===== src/rtl/uart_rx_deserializer_if.sv =====
// Serial RX pin plus parallel byte/strobe/status outputs of the UART receiver.
interface uart_rx_deserializer_if;
  logic       rx_data;
  logic [7:0] rx_byte;
  logic       rx_valid;
  logic       frame_err;
  logic       busy;

  modport master (output rx_data, input rx_byte, rx_valid, frame_err, busy);
  modport slave  (input rx_data, output rx_byte, rx_valid, frame_err, busy);
endinterface


===== src/rtl/uart_rx_deserializer.sv =====
// 8N1 UART receiver: two-flop synchroniser, start-glitch rejection, mid-bit
// sampling, framing-error detection and break hold-off.
module uart_rx_deserializer #(
  parameter int unsigned CLKS_PER_BIT = 104
) (
  input  logic                   hwclk,
  input  logic                   reset,
  uart_rx_deserializer_if.slave  bus
);

  localparam int unsigned HALF_BIT  = CLKS_PER_BIT / 2;
  localparam int unsigned CNT_W     = 16;
  localparam int unsigned IDX_W     = 3;
  localparam int unsigned DATA_W    = 8;
  localparam logic [CNT_W-1:0] BIT_LAST  = CNT_W'(CLKS_PER_BIT - 1);
  localparam logic [CNT_W-1:0] HALF_LAST = CNT_W'(HALF_BIT - 1);

  typedef enum logic [2:0] {
    IDLE,
    START,
    DATA,
    STOP,
    BREAK_WAIT
  } state_t;

  state_t              state, state_n;
  logic                sync1, rx_s;
  logic [CNT_W-1:0]    cnt, cnt_n;
  logic [IDX_W-1:0]    bit_idx, bit_idx_n;
  logic [DATA_W-1:0]   shift, shift_n;
  logic [DATA_W-1:0]   byte_q, byte_n;
  logic                valid_q, valid_n;
  logic                ferr_q, ferr_n;

  // Metastability guard; everything downstream sees only rx_s.
  always_ff @(posedge hwclk or posedge reset) begin
    if (reset) begin
      sync1 <= 1'b1;
      rx_s  <= 1'b1;
    end else begin
      sync1 <= bus.rx_data;
      rx_s  <= sync1;
    end
  end

  always_ff @(posedge hwclk or posedge reset) begin
    if (reset) begin
      state   <= IDLE;
      cnt     <= '0;
      bit_idx <= '0;
      shift   <= '0;
      byte_q  <= '0;
      valid_q <= 1'b0;
      ferr_q  <= 1'b0;
    end else begin
      state   <= state_n;
      cnt     <= cnt_n;
      bit_idx <= bit_idx_n;
      shift   <= shift_n;
      byte_q  <= byte_n;
      valid_q <= valid_n;
      ferr_q  <= ferr_n;
    end
  end

  // Counter clears on every state change so each phase times from zero.
  always_comb begin
    state_n   = state;
    cnt_n     = cnt + CNT_W'(1);
    bit_idx_n = bit_idx;
    shift_n   = shift;
    byte_n    = byte_q;
    valid_n   = 1'b0;
    ferr_n    = 1'b0;

    case (state)
      IDLE: begin
        cnt_n = '0;
        if (!rx_s) state_n = START;
      end

      START: begin
        if (cnt == HALF_LAST) begin
          cnt_n     = '0;
          bit_idx_n = '0;
          state_n   = rx_s ? IDLE : DATA;
        end
      end

      DATA: begin
        if (cnt == BIT_LAST) begin
          cnt_n     = '0;
          shift_n   = {rx_s, shift[DATA_W-1:1]};
          bit_idx_n = bit_idx + IDX_W'(1);
          if (bit_idx == IDX_W'(DATA_W - 1)) state_n = STOP;
        end
      end

      STOP: begin
        if (cnt == BIT_LAST) begin
          cnt_n = '0;
          if (rx_s) begin
            byte_n  = shift;
            valid_n = 1'b1;
            state_n = IDLE;
          end else begin
            ferr_n  = 1'b1;
            state_n = BREAK_WAIT;
          end
        end
      end

      // A held-low line must go high before another start edge is accepted.
      BREAK_WAIT: begin
        cnt_n = '0;
        if (rx_s) state_n = IDLE;
      end

      default: begin
        cnt_n   = '0;
        state_n = IDLE;
      end
    endcase
  end

  assign bus.rx_byte   = byte_q;
  assign bus.rx_valid  = valid_q;
  assign bus.frame_err = ferr_q;
  assign bus.busy      = (state != IDLE);

endmodule


===== src/flat_wrapper.sv =====
// flat-port wrapper written by rule: the top's interface ports become plain ports
module uart_rx_deserializer_flat 
#(
  parameter int unsigned CLKS_PER_BIT = 104
)
  (hwclk, reset, bus_rx_data, bus_rx_byte, bus_rx_valid, bus_frame_err, bus_busy);
  uart_rx_deserializer_if bus_i ();
  input  logic hwclk;
  input  logic reset;
  input wire logic [$bits(bus_i.rx_data)-1:0] bus_rx_data;
  output wire logic [$bits(bus_i.rx_byte)-1:0] bus_rx_byte;
  output wire logic [$bits(bus_i.rx_valid)-1:0] bus_rx_valid;
  output wire logic [$bits(bus_i.frame_err)-1:0] bus_frame_err;
  output wire logic [$bits(bus_i.busy)-1:0] bus_busy;
  assign bus_i.rx_data = bus_rx_data;
  assign bus_rx_byte = bus_i.rx_byte;
  assign bus_rx_valid = bus_i.rx_valid;
  assign bus_frame_err = bus_i.frame_err;
  assign bus_busy = bus_i.busy;
  uart_rx_deserializer #(.CLKS_PER_BIT(CLKS_PER_BIT)) u_core (.hwclk(hwclk), .reset(reset), .bus(bus_i));
endmodule

===== config.mk =====
export PLATFORM = sky130hd
export DESIGN_NAME = uart_rx_deserializer_flat
export DESIGN_NICKNAME = d
export VERILOG_FILES = /design/src/rtl/uart_rx_deserializer_if.sv /design/src/rtl/uart_rx_deserializer.sv /design/src/flat_wrapper.sv
export SDC_FILE = /design/constraint.sdc
export NUM_CORES = 1
export LEC_CHECK = 0
export BUFFER_PORTS_ARGS = -buffer_cell sky130_fd_sc_hd__clkbuf_2
export CAP_MARGIN = 25
export CORE_ASPECT_RATIO = 1.25
export CORE_MARGIN = 4
export CORE_UTILIZATION = 37
export DETAILED_ROUTE_END_ITERATION = 8
export PLACE_DENSITY = 0.57
export RECOVER_POWER = 100
export SLEW_MARGIN = 25
export SYNTH_ARGS = -nofsm -noshare
export SYNTH_HDL_FRONTEND = slang
export SYNTH_SLANG_ARGS = --single-unit

===== constraint.sdc =====
create_clock -name hwclk -period 2.4 [get_ports hwclk]
set_clock_uncertainty 0.15 [all_clocks]
set_input_delay 0.24 -clock hwclk [delete_from_list [all_inputs] [get_ports hwclk]]
set_output_delay 0.24 -clock hwclk [all_outputs]
set_load 0.01 [all_outputs]

==> impl_metrics.toml, run 1 <==
[finish]
syn_to_final_growth_pct = 9.80
diodes = 0
multi_input_area_sq_um = 856
fin_nets = 198
ff_latch_area_sq_um = 1050
drive_above_1_share_pct = 16.2
stdcell_count = 253
fillers = 511

[global_routing]
grt_pass1_wl_um = 6180
grt_overflow = 0
grt_max_degree = 43
grt_pass1_vias = 1364
antenna_found_initial = 0
globalRouteTotalUtil_pct = 11.7

[clock_network]
cts_tree = "yes"
clock_sinks = 42
root_buffer = "clkbuf_8"
cts.reportedPaths.clkPinSlew_ns = 0.07
cts_inserted_buffers = 5
cts_setup_buffers = 0
htreeDepth = 2
clk_path_buf_depth = 2
clock_latency_ns = 0.29

[routing]
drc = 0
drt-wirelength-per-cell_um = 13.4
drtAntennaViolNets = 0
drt_wl_total_um = 3390
drt_iter0_drc = 34
dr.pass1.iters = 4
num_vias = 1299
viasPerCell = 5.13

[synth]
synth_xor_xnor_area_share_pct = 5.28
synthArstFlopShare_pct = 100
synth-compound-area-share_pct = 4.08
ys_seq_area_share_pct = 52.9
synth_edf_count = 0
synth-adder-area-share_pct = 2.51
synthCells = 170
ys_types = 38
syn_avg_cell_area_sq_um = 11.7
synth_nets = 177
syn_area_sq_um = 1990
ys_seq_elements = 42
synth_top_family_by_area = "simple AND/OR/NAND/NOR gates"
synth_flop_cell = "dfrtp_1"
ys_warn_count = 0
muxShareOfSynthArea_pct = 12.6
synth-simple-area-share_pct = 19.8

[critical_path]
setup.worst_path.end_class = "flip-flop"
critPathArrivalTime_ns = 2.25
crit_start = "u_core.cnt[0]"
start_kind = "flip-flop"
path_class = "reg -> reg"
regToRegStartpoint = "u_core.cnt[0]"
cp-endpoint = "u_core.bus.rx_byte[7]"
r2r-end = "u_core.bus.rx_byte[7]"
required_ns = 2.42
r2r_slack_ns = 0.17
critPathMaxFanout = 8
worst_r2r_path_depth = 5

[timing]
slew_headroom_pct = 31.8
rsz0062_at_grt = "false"
worst_hold_slack_ns = 0.207
setup_ws_ns = 0.169
report.final.setup_viol = 0
finalHoldViolations = 0
final.min_clock_period_ns = 2.23
final-max-slew-violation-count = 0
post-route-period-util_pct = 93.0
tightest_slew_ns = 1.02
fmax_mhz = 448

[pwr]
ir_worst_vdd_mv = 0.200
leakagePower_nw = 0.991
p_total_w = 0.00115
p_comb_share_pct = 1.7
clkPwrFrac_pct = 36.6
p_switching_w = 0.000244
swShare_pct = 21.1
p_int_w = 0.000910
p_seq_share_pct = 61.7
powerDensity_nw_per_um2 = 527

[job]
drv_cap = 0

[floorplanning]
start_util_pct = 38.7
rows = 29
chipWidth_um = 73.6
die_h_um = 90.0
ioPinCount = 14
core_area_sq_um = 5150
floorplan.die_area_sq_um = 6630

[placement]
place_hpwl_um = 2500
place_congestion = 0.745
port_buffers = 13
post-place-cells = 244
post-place-ws_ns = -0.00485

[run_status]
status = "finished clean"

[min_path]
hp-class = "reg -> reg"
[sequential cells by signal, indices dropped and copies added, names as in the netlist]
signal and flops:
u_core.bus.rx_byte 8, u_core.bus.rx_valid 1, u_core.shift 8, u_core.bit_idx 3
u_core.bus.frame_err 1, u_core.cnt 16, u_core.rx_s 1, u_core.state 3
u_core.sync1 1
[stage by stage]
| step | area, sq um | TNS (ns) | utilization [%] |
|---|---|---|---|
| after detailed placement | 2140 | -0.00801 | 41.5 |
| after global placement | 2140 | 0 | 41.5 |
| after floorplan | 1990 | 0 | - |
| final | 2190 | 0 | 42.4 |
| after global routing | 2190 | 0 | 42.4 |
| after CTS | 2240 | 0 | 43.4 |
[Yosys cell counts, types with 2 or more instances]
cell / instances / area share, %
a21oi_1: 5 / 1.3
ha_1: 4 / 2.5
inv_1: 7 / 1.3
clkbuf_1: 2 / 0.38
xor2_1: 2 / 0.88
nor3_1: 4 / 1.0
nand2_1: 9 / 1.7
nand4_1: 6 / 1.9
dfstp_2: 2 / 2.6
mux2_2: 9 / 5.1
mux2_4: 8 / 6.0
xnor2_1: 10 / 4.4
nand3_1: 5 / 1.3
nor2_1: 23 / 4.3
mux2i_1: 3 / 1.5
dfrtp_1: 40 / 50
nor4_1: 2 / 0.63
o21ai_0: 5 / 1.3
or3_1: 4 / 1.3
buf_2: 2 / 0.50
[power by group through the flow]
| stage | logic, W | registers, W | clock network, W |
|---|---|---|---|
| 6_report | 0.0000197 | 0.000712 | 0.000422 |
| 4_1_cts | 0.0000221 | 0.000712 | 0.000446 |
| 3_5_place_dp | 0.0000192 | 0.000726 | 0 |
| 3_3_place_gp | 0.0000183 | 0.000726 | 0 |
| 5_1_grt | 0.0000237 | 0.000712 | 0.000477 |
| 2_1_floorplan | 0.0000118 | 0.000725 | 0 |
[worst max-delay path: stages, from the launching register on]
cell	delay, ns
dfrtp_1	0.43
ha_1	0.26
nor4b_4	0.35
nand4_4	0.12
or3b_4	0.47
mux2_1	0.34
[cell type report]
type | count | share of cell area [%]
Multi-Input combinational cell | 116 | 39.1
Inverter | 7 | 1.20
Clock inverter | 2 | 0.458
Clock buffer | 5 | 3.15
Sequential cell | 42 | 48.2
Timing Repair Buffer | 19 | 4.35
Tap cell | 62 | 3.55
[kinds of logic after synthesis]
logic type / after synthesis
AOI/OAI and AO/OA: 13
xor gates and xnor gates: 12
buffers and inverters: 12
adders and majority gates: 4
DFF: 42
muxes: 20
and+or+nand+nor: 67
[worst min-delay path by stage]
| stage | startpoint | end | slack [ns] | cells after the start |
|---|---|---|---|---|
| floorplan | bus_rx_data | u_core.sync1 | 0.09 | 0 |
| global placement | bus_rx_data | u_core.sync1 | 0.18 | 1 |
| detailed placement | bus_rx_data | u_core.sync1 | 0.18 | 1 |
| CTS | u_core.sync1 | u_core.rx_s | 0.21 | 0 |
| global route | u_core.sync1 | u_core.rx_s | 0.21 | 0 |
| finish | u_core.sync1 | u_core.rx_s | 0.21 | 0 |
[layout by cell type (no fill, tap or decap), types with 2 or more instances in the layout]
cell,instances
dfrtp_1,40
nor2_1,23
clkbuf_1,12
xnor2_1,10
mux2_2,9
nand2_1,9
mux2_1,8
inv_1,7
nand4_1,6
a21oi_1,5
o21ai_0,5
nand3_1,5
clkbuf_8,5
nor3_1,4
or3_1,4
ha_1,4
mux2i_1,3
clkbuf_2,3
xor2_1,2
nor4_1,2
clkinv_2,2
dlygate4sd3_1,2
dfstp_2,2
[routing by layer]
metal	track usage [%]	share of wire, %	wire length, um
met3	3.35	3.5	120
met1	14.1	41	1400
met2	19.8	54	1830
met4	3.63	1.1	37
met5	0	0	0
[timing repair]
action                                  in CTS  in global routing
endpoints found under the setup margin       8                  0
endpoints found under the hold margin       41                  0
hold buffers                                 2                  0
gates resized for setup                      1                  0
Power figures use the tool's default switching activity.
==> run 2: changes to the inputs <==
--- a/config.mk
+++ b/config.mk
@@ -5,13 +5,13 @@
 export SDC_FILE = /design/constraint.sdc
 export NUM_CORES = 1
 export LEC_CHECK = 0
-export BUFFER_PORTS_ARGS = -buffer_cell sky130_fd_sc_hd__clkbuf_2
 export CAP_MARGIN = 25
 export CORE_ASPECT_RATIO = 1.25
 export CORE_MARGIN = 4
 export CORE_UTILIZATION = 37
 export DETAILED_ROUTE_END_ITERATION = 8
-export PLACE_DENSITY = 0.57
+export DONT_BUFFER_PORTS = 1
+export PLACE_DENSITY = 0.55
 export RECOVER_POWER = 100
 export SLEW_MARGIN = 25
 export SYNTH_ARGS = -nofsm -noshare
==> run 2 against run 1 <==
Compared with the run above:
- worst setup slack gained 0.027 ns
- sequential power about the same
- sequential cell count is the same
- register-to-register slack improved by 0.03 ns
- final cell count shrank 4.7%
- utilization down 0.80 points
- critical path type unchanged
- critical endpoint is now u_core.state[0]
- highest routed layer unchanged
==> impl_metrics.toml, run 2 (synthesis results as in run 1) <==
[clock_network]
htreeDepth = 2
clk_path_buf_depth = 2
clock_sinks = 42
cts.reportedPaths.clkPinSlew_ns = 0.08
clock_latency_ns = 0.29
cts_tree = "yes"
root_buffer = "clkbuf_8"
cts_inserted_buffers = 5

[finish]
diodes = 0
fin_nets = 185
drive_above_1_share_pct = 15.6
layout_common_cells = "dfrtp_1 (40), nor2_1 (23), xnor2_1 (10)"
stdcell_count = 241
layout_commonest_cell = "dfrtp_1"
syn_to_final_growth_pct = 7.73
largest_register_ffs = 16
top_register = "u_core.cnt"

[timing]
slew_headroom_pct = 32.9
final.min_clock_period_ns = 2.20
fmax_mhz = 454
finalHoldViolations = 0
final-max-slew-violation-count = 0
tightest_slew_ns = 1.01
tns_ns = 0
rsz0062_at_grt = "false"
worst_hold_slack_ns = 0.219
setup_ws_ns = 0.196
post-route-period-util_pct = 91.8
report.final.setup_viol = 0

[routing]
num_vias = 1223
drt_iter0_drc = 55
drt-wirelength-per-cell_um = 14.1
drt_wl_total_um = 3410
viasPerCell = 5.07
dr.pass1.iters = 4
drc = 0
drtAntennaViolNets = 0

[critical_path]
cp_cell_sequence = "ha_1 -> nor4b_4 -> nand4_4 -> clkbuf_1 -> a32oi_2 -> mux2_2"
start_kind = "flip-flop"
critPathMaxFanout = 5
crit_family = "simple AND/OR/NAND/NOR gates"
path_class = "reg -> reg"
cp_slowest_cell = "dfrtp_1"
worst-path-buf-inv = 1
critPathMaxStageDelay_ns = 0.42
critPathArrivalTime_ns = 2.23
setup.worst_path.end_class = "flip-flop"
required_ns = 2.43

[pwr]
powerDensity_nw_per_um2 = 556
swShare_pct = 22.8
ir_worst_vdd_mv = 0.202
p_int_w = 0.000921
p_switching_w = 0.000272
p_comb_share_pct = 1.5
leakagePower_nw = 0.964
p_seq_share_pct = 59.7
clkPwrFrac_pct = 38.8

[job]
drv_cap = 0

[global_routing]
antenna_found_initial = 0
grt_pass1_vias = 1321
grt_overflow = 0
grt_max_degree = 43
globalRouteTotalUtil_pct = 11.4
grt_pass1_wl_um = 5980

[floorplanning]
die_h_um = 90.0
rows = 29
chipWidth_um = 73.6
floorplan.die_area_sq_um = 6630
start_util_pct = 38.7
ioPinCount = 14
core_area_sq_um = 5150

[placement]
post-place-ws_ns = 0.0585
place_hpwl_um = 2460
post-place-cells = 231
port_buffers = 0
place_congestion = 0.799

[min_path]
hp-class = "reg -> reg"

[run_status]
status = "finished clean"
-- run 2: cell types whose count changed in the layout (fill, tap and decap cells not counted), sizes merged --
cell | before | now
inv | 7 | 8
clkbuf | 21 | 8
clkinvlp | 0 | 2
clkinv | 2 | 0
-- run 2: worst paths after layout --
| check | from | end | slack [ns] | cells past startpoint |
|---|---|---|---|---|
| hold / removal | u_core.sync1 | u_core.rx_s | 0.22 | 0 |
| setup / recovery | u_core.cnt[0] | u_core.state[0] | 0.20 | 6 |
| setup reg to reg | u_core.cnt[0] | u_core.state[0] | 0.20 | 6 |
| min in group asynchronous | reset | u_core.cnt[11] | 0.55 | 3 |
| hold reg to reg | u_core.sync1 | u_core.rx_s | 0.22 | 0 |
| max in group asynchronous | reset | u_core.state[2] | 0.93 | 3 |
-- run 2: layout make-up --
class | instances | area (sq um)
Clock buffer | 5 | 68.8
Clock inverter | 3 | 23.8
Fill cell | 504 | 3010
Inverter | 7 | 26.3
Multi-Input combinational cell | 116 | 856
Sequential cell | 42 | 1050
Tap cell | 62 | 77.6
Timing Repair Buffer | 6 | 40.0
-- run 2: power groups by stage --
stage	sequential [W]	clock, W	combinational, W
floorplan	0.000725	0	0.0000118
global placement	0.000726	0	0.0000167
detailed placement	0.000726	0	0.0000178
CTS	0.000712	0.000484	0.0000200
global route	0.000712	0.000514	0.0000222
finish	0.000712	0.000463	0.0000181
-- run 2: timing repair --
item / CTS / global route
gates resized for setup: 0 / 1
hold buffers: 2 / 0
hold endpoints to repair: 41 / 0
setup endpoints to repair: 0 / 8
buffers inserted: 0 / 0
-- run 2: metrics by stage --
step	total power (W)	area (sq um)	utilization, %
final	0.00119	2150	41.6
after global routing	0.00125	2150	41.6
after CTS	0.00122	2180	42.4
after detailed placement	0.000743	2070	40.2
after global placement	0.000742	2070	40.2
after floorplan	0.000737	1990	-
-- run 2: metal layers --
metal / up-vias / routed length (um) / global-route usage (%) / share of wire, %
met1: 594 / 1490 / 12.6 / 44
met5: - / 0 / 0 / 0
met3: 6 / 116 / 3.91 / 3.4
met4: 0 / 61 / 4.23 / 1.8
met2: 16 / 1740 / 19.6 / 51
li1: 607 / - / - / -
==> run 3: changes to the inputs <==
--- a/config.mk
+++ b/config.mk
@@ -13,6 +13,7 @@
 export DONT_BUFFER_PORTS = 1
 export PLACE_DENSITY = 0.55
 export RECOVER_POWER = 100
+export REMOVE_ABC_BUFFERS = 1
 export SLEW_MARGIN = 25
 export SYNTH_ARGS = -nofsm -noshare
 export SYNTH_HDL_FRONTEND = slang
==> run 3 against run 2 <==
Compared with the run above:
- first-iteration DRC count unchanged
- final cell count stayed put
- power increased by 16%
- critical path type unchanged
- clock-buffer cell count stayed put
- critical endpoint unchanged
- register-to-register slack is essentially flat
==> impl_metrics.toml, run 3 (synthesis results as in run 1) <==
[pwr]
leakagePower_nw = 0.994
ir_worst_vdd_mv = 0.218
p_total_w = 0.00139
powerDensity_nw_per_um2 = 631

[global_routing]
grt_pass1_wl_um = 5940
grt_overflow = 0
grt_pass1_vias = 1255
grt_max_degree = 38
globalRouteTotalUtil_pct = 11.3
antenna_found_initial = 0

[placement]
port_buffers = 0
place_congestion = 0.758
place_hpwl_um = 2400

[critical_path]
start_kind = "flip-flop"
crit_family = "simple AND/OR/NAND/NOR gates"
worst-path-buf-inv = 1
required_ns = 2.43
path_class = "reg -> reg"
cp_cell_sequence = "ha_1 -> nor4b_4 -> nand4_4 -> buf_4 -> a32oi_2 -> mux2_2"
critPathArrivalTime_ns = 2.22
critPathMaxStageDelay_ns = 0.42
critPathMaxFanout = 5
cp_slowest_cell = "dfrtp_1"
setup.worst_path.end_class = "flip-flop"

[floorplanning]
rows = 29
chipWidth_um = 73.6
core_area_sq_um = 5150
die_h_um = 90.0
ioPinCount = 14
start_util_pct = 38.7
floorplan.die_area_sq_um = 6630

[clock_network]
cts_tree = "yes"
clock_latency_ns = 0.29
cts_inserted_buffers = 5
root_buffer = "clkbuf_8"
cts.reportedPaths.clkPinSlew_ns = 0.08
clock_sinks = 42
clk_path_buf_depth = 2
htreeDepth = 2

[routing]
top_layer = "met4"
drt_wl_total_um = 3320
wl_met2_um = 1600
wl_met1_um = 1590
num_vias = 1250
drt_iter0_drc = 55
drc = 0
drt-wirelength-per-cell_um = 13.8
drtAntennaViolNets = 0
dr.pass1.iters = 4
viasPerCell = 5.19
met3_length_um = 94

[finish]
top_register = "u_core.cnt"
syn_to_final_growth_pct = 10.2
fin_nets = 185
multi_input_area_sq_um = 856
drive_above_1_share_pct = 16.2
layout_commonest_cell = "dfrtp_1"
layout_common_cells = "dfrtp_1 (40), nor2_1 (23), xnor2_1 (10)"
fillers = 499
diodes = 0
largest_register_ffs = 16
ff_latch_area_sq_um = 1050

[timing]
tns_ns = 0
tightest_slew_ns = 0.911
report.final.setup_viol = 0
rsz0062_at_grt = "false"
slew_headroom_pct = 39.3
finalHoldViolations = 0
worst_hold_slack_ns = 0.130
final-max-slew-violation-count = 0
final.min_clock_period_ns = 2.20
post-route-period-util_pct = 91.6
fmax_mhz = 455

[job]
drv_cap = 0

[run_status]
status = "finished clean"

[min_path]
hp-class = "in -> async"
run 3: changes by cell type in the layout (fill, tap and decap cells not counted), sizes merged:
cell,delta
clkinv,+1
buf,+1
clkinvlp,-2
clkbuf,-1
bufinv,+2
inv,-1
run 3: area by class of cell:
cell class / count / area share (%)
timing repair buffer: 6 / 2.00
sequential: 42 / 48.0
clock buffer: 5 / 3.14
tap: 62 / 3.53
inverter: 7 / 1.20
clock inverter: 3 / 3.14
multi-input combinational: 116 / 39.0
run 3: report_power, final:
part / switching [W] / internal (W) / leakage (nW) / total (W)
Combinational: 0.0000147 / 0.00000348 / 0.361 / 0.0000181
Sequential: 0.00000183 / 0.000710 / 0.565 / 0.000712
Clock: 0.000239 / 0.000417 / 0.0683 / 0.000655
run 3: repair_timing:
action                                  4_1_cts  5_1_grt
hold buffers                                  2        0
endpoints found under the hold margin        41        0
setup buffers                                 0        0
gates resized for setup                       0        1
endpoints found under the setup margin        0        8
run 3: metal layers:
layer / GRT usage [%] / up-vias
met5: 0 / -
met4: 4.68 / 0
met3: 3.68 / 4
met2: 17.3 / 14
met1: 14.3 / 627
li1: - / 605
run 3: final timing paths:
kind | from | end | slack, ns | cells after the start
setup / recovery | u_core.cnt[0] | u_core.state[0] | 0.20 | 6
hold / removal | reset | u_core.bus.rx_byte[1] | 0.13 | 2
setup reg to reg | u_core.cnt[0] | u_core.state[0] | 0.20 | 6
hold reg to reg | u_core.sync1 | u_core.rx_s | 0.21 | 0
max in group asynchronous | reset | u_core.state[0] | 0.85 | 3
min in group hwclk | u_core.sync1 | u_core.rx_s | 0.21 | 0
run 3: worst register-to-register path, cell delays in order (launching register included):
cell and delay (ns):
dfrtp_1 0.42, ha_1 0.24, nor4b_4 0.34, nand4_4 0.13
buf_4 0.18, a32oi_2 0.27, mux2_2 0.36
run 3: stage by stage:
stage | util (%) | instance area (sq um) | setup slack (ns) | std cells
final | 42.6 | 2190 | 0.202 | 241
after global routing | 42.6 | 2190 | 0.0298 | 241
after CTS | 43.2 | 2230 | 0.0539 | 241
after detailed placement | 40.2 | 2070 | 0.0738 | 231
after global placement | 40.2 | 2070 | 0.125 | 231
after floorplan | - | 1960 | 0.0835 | 165
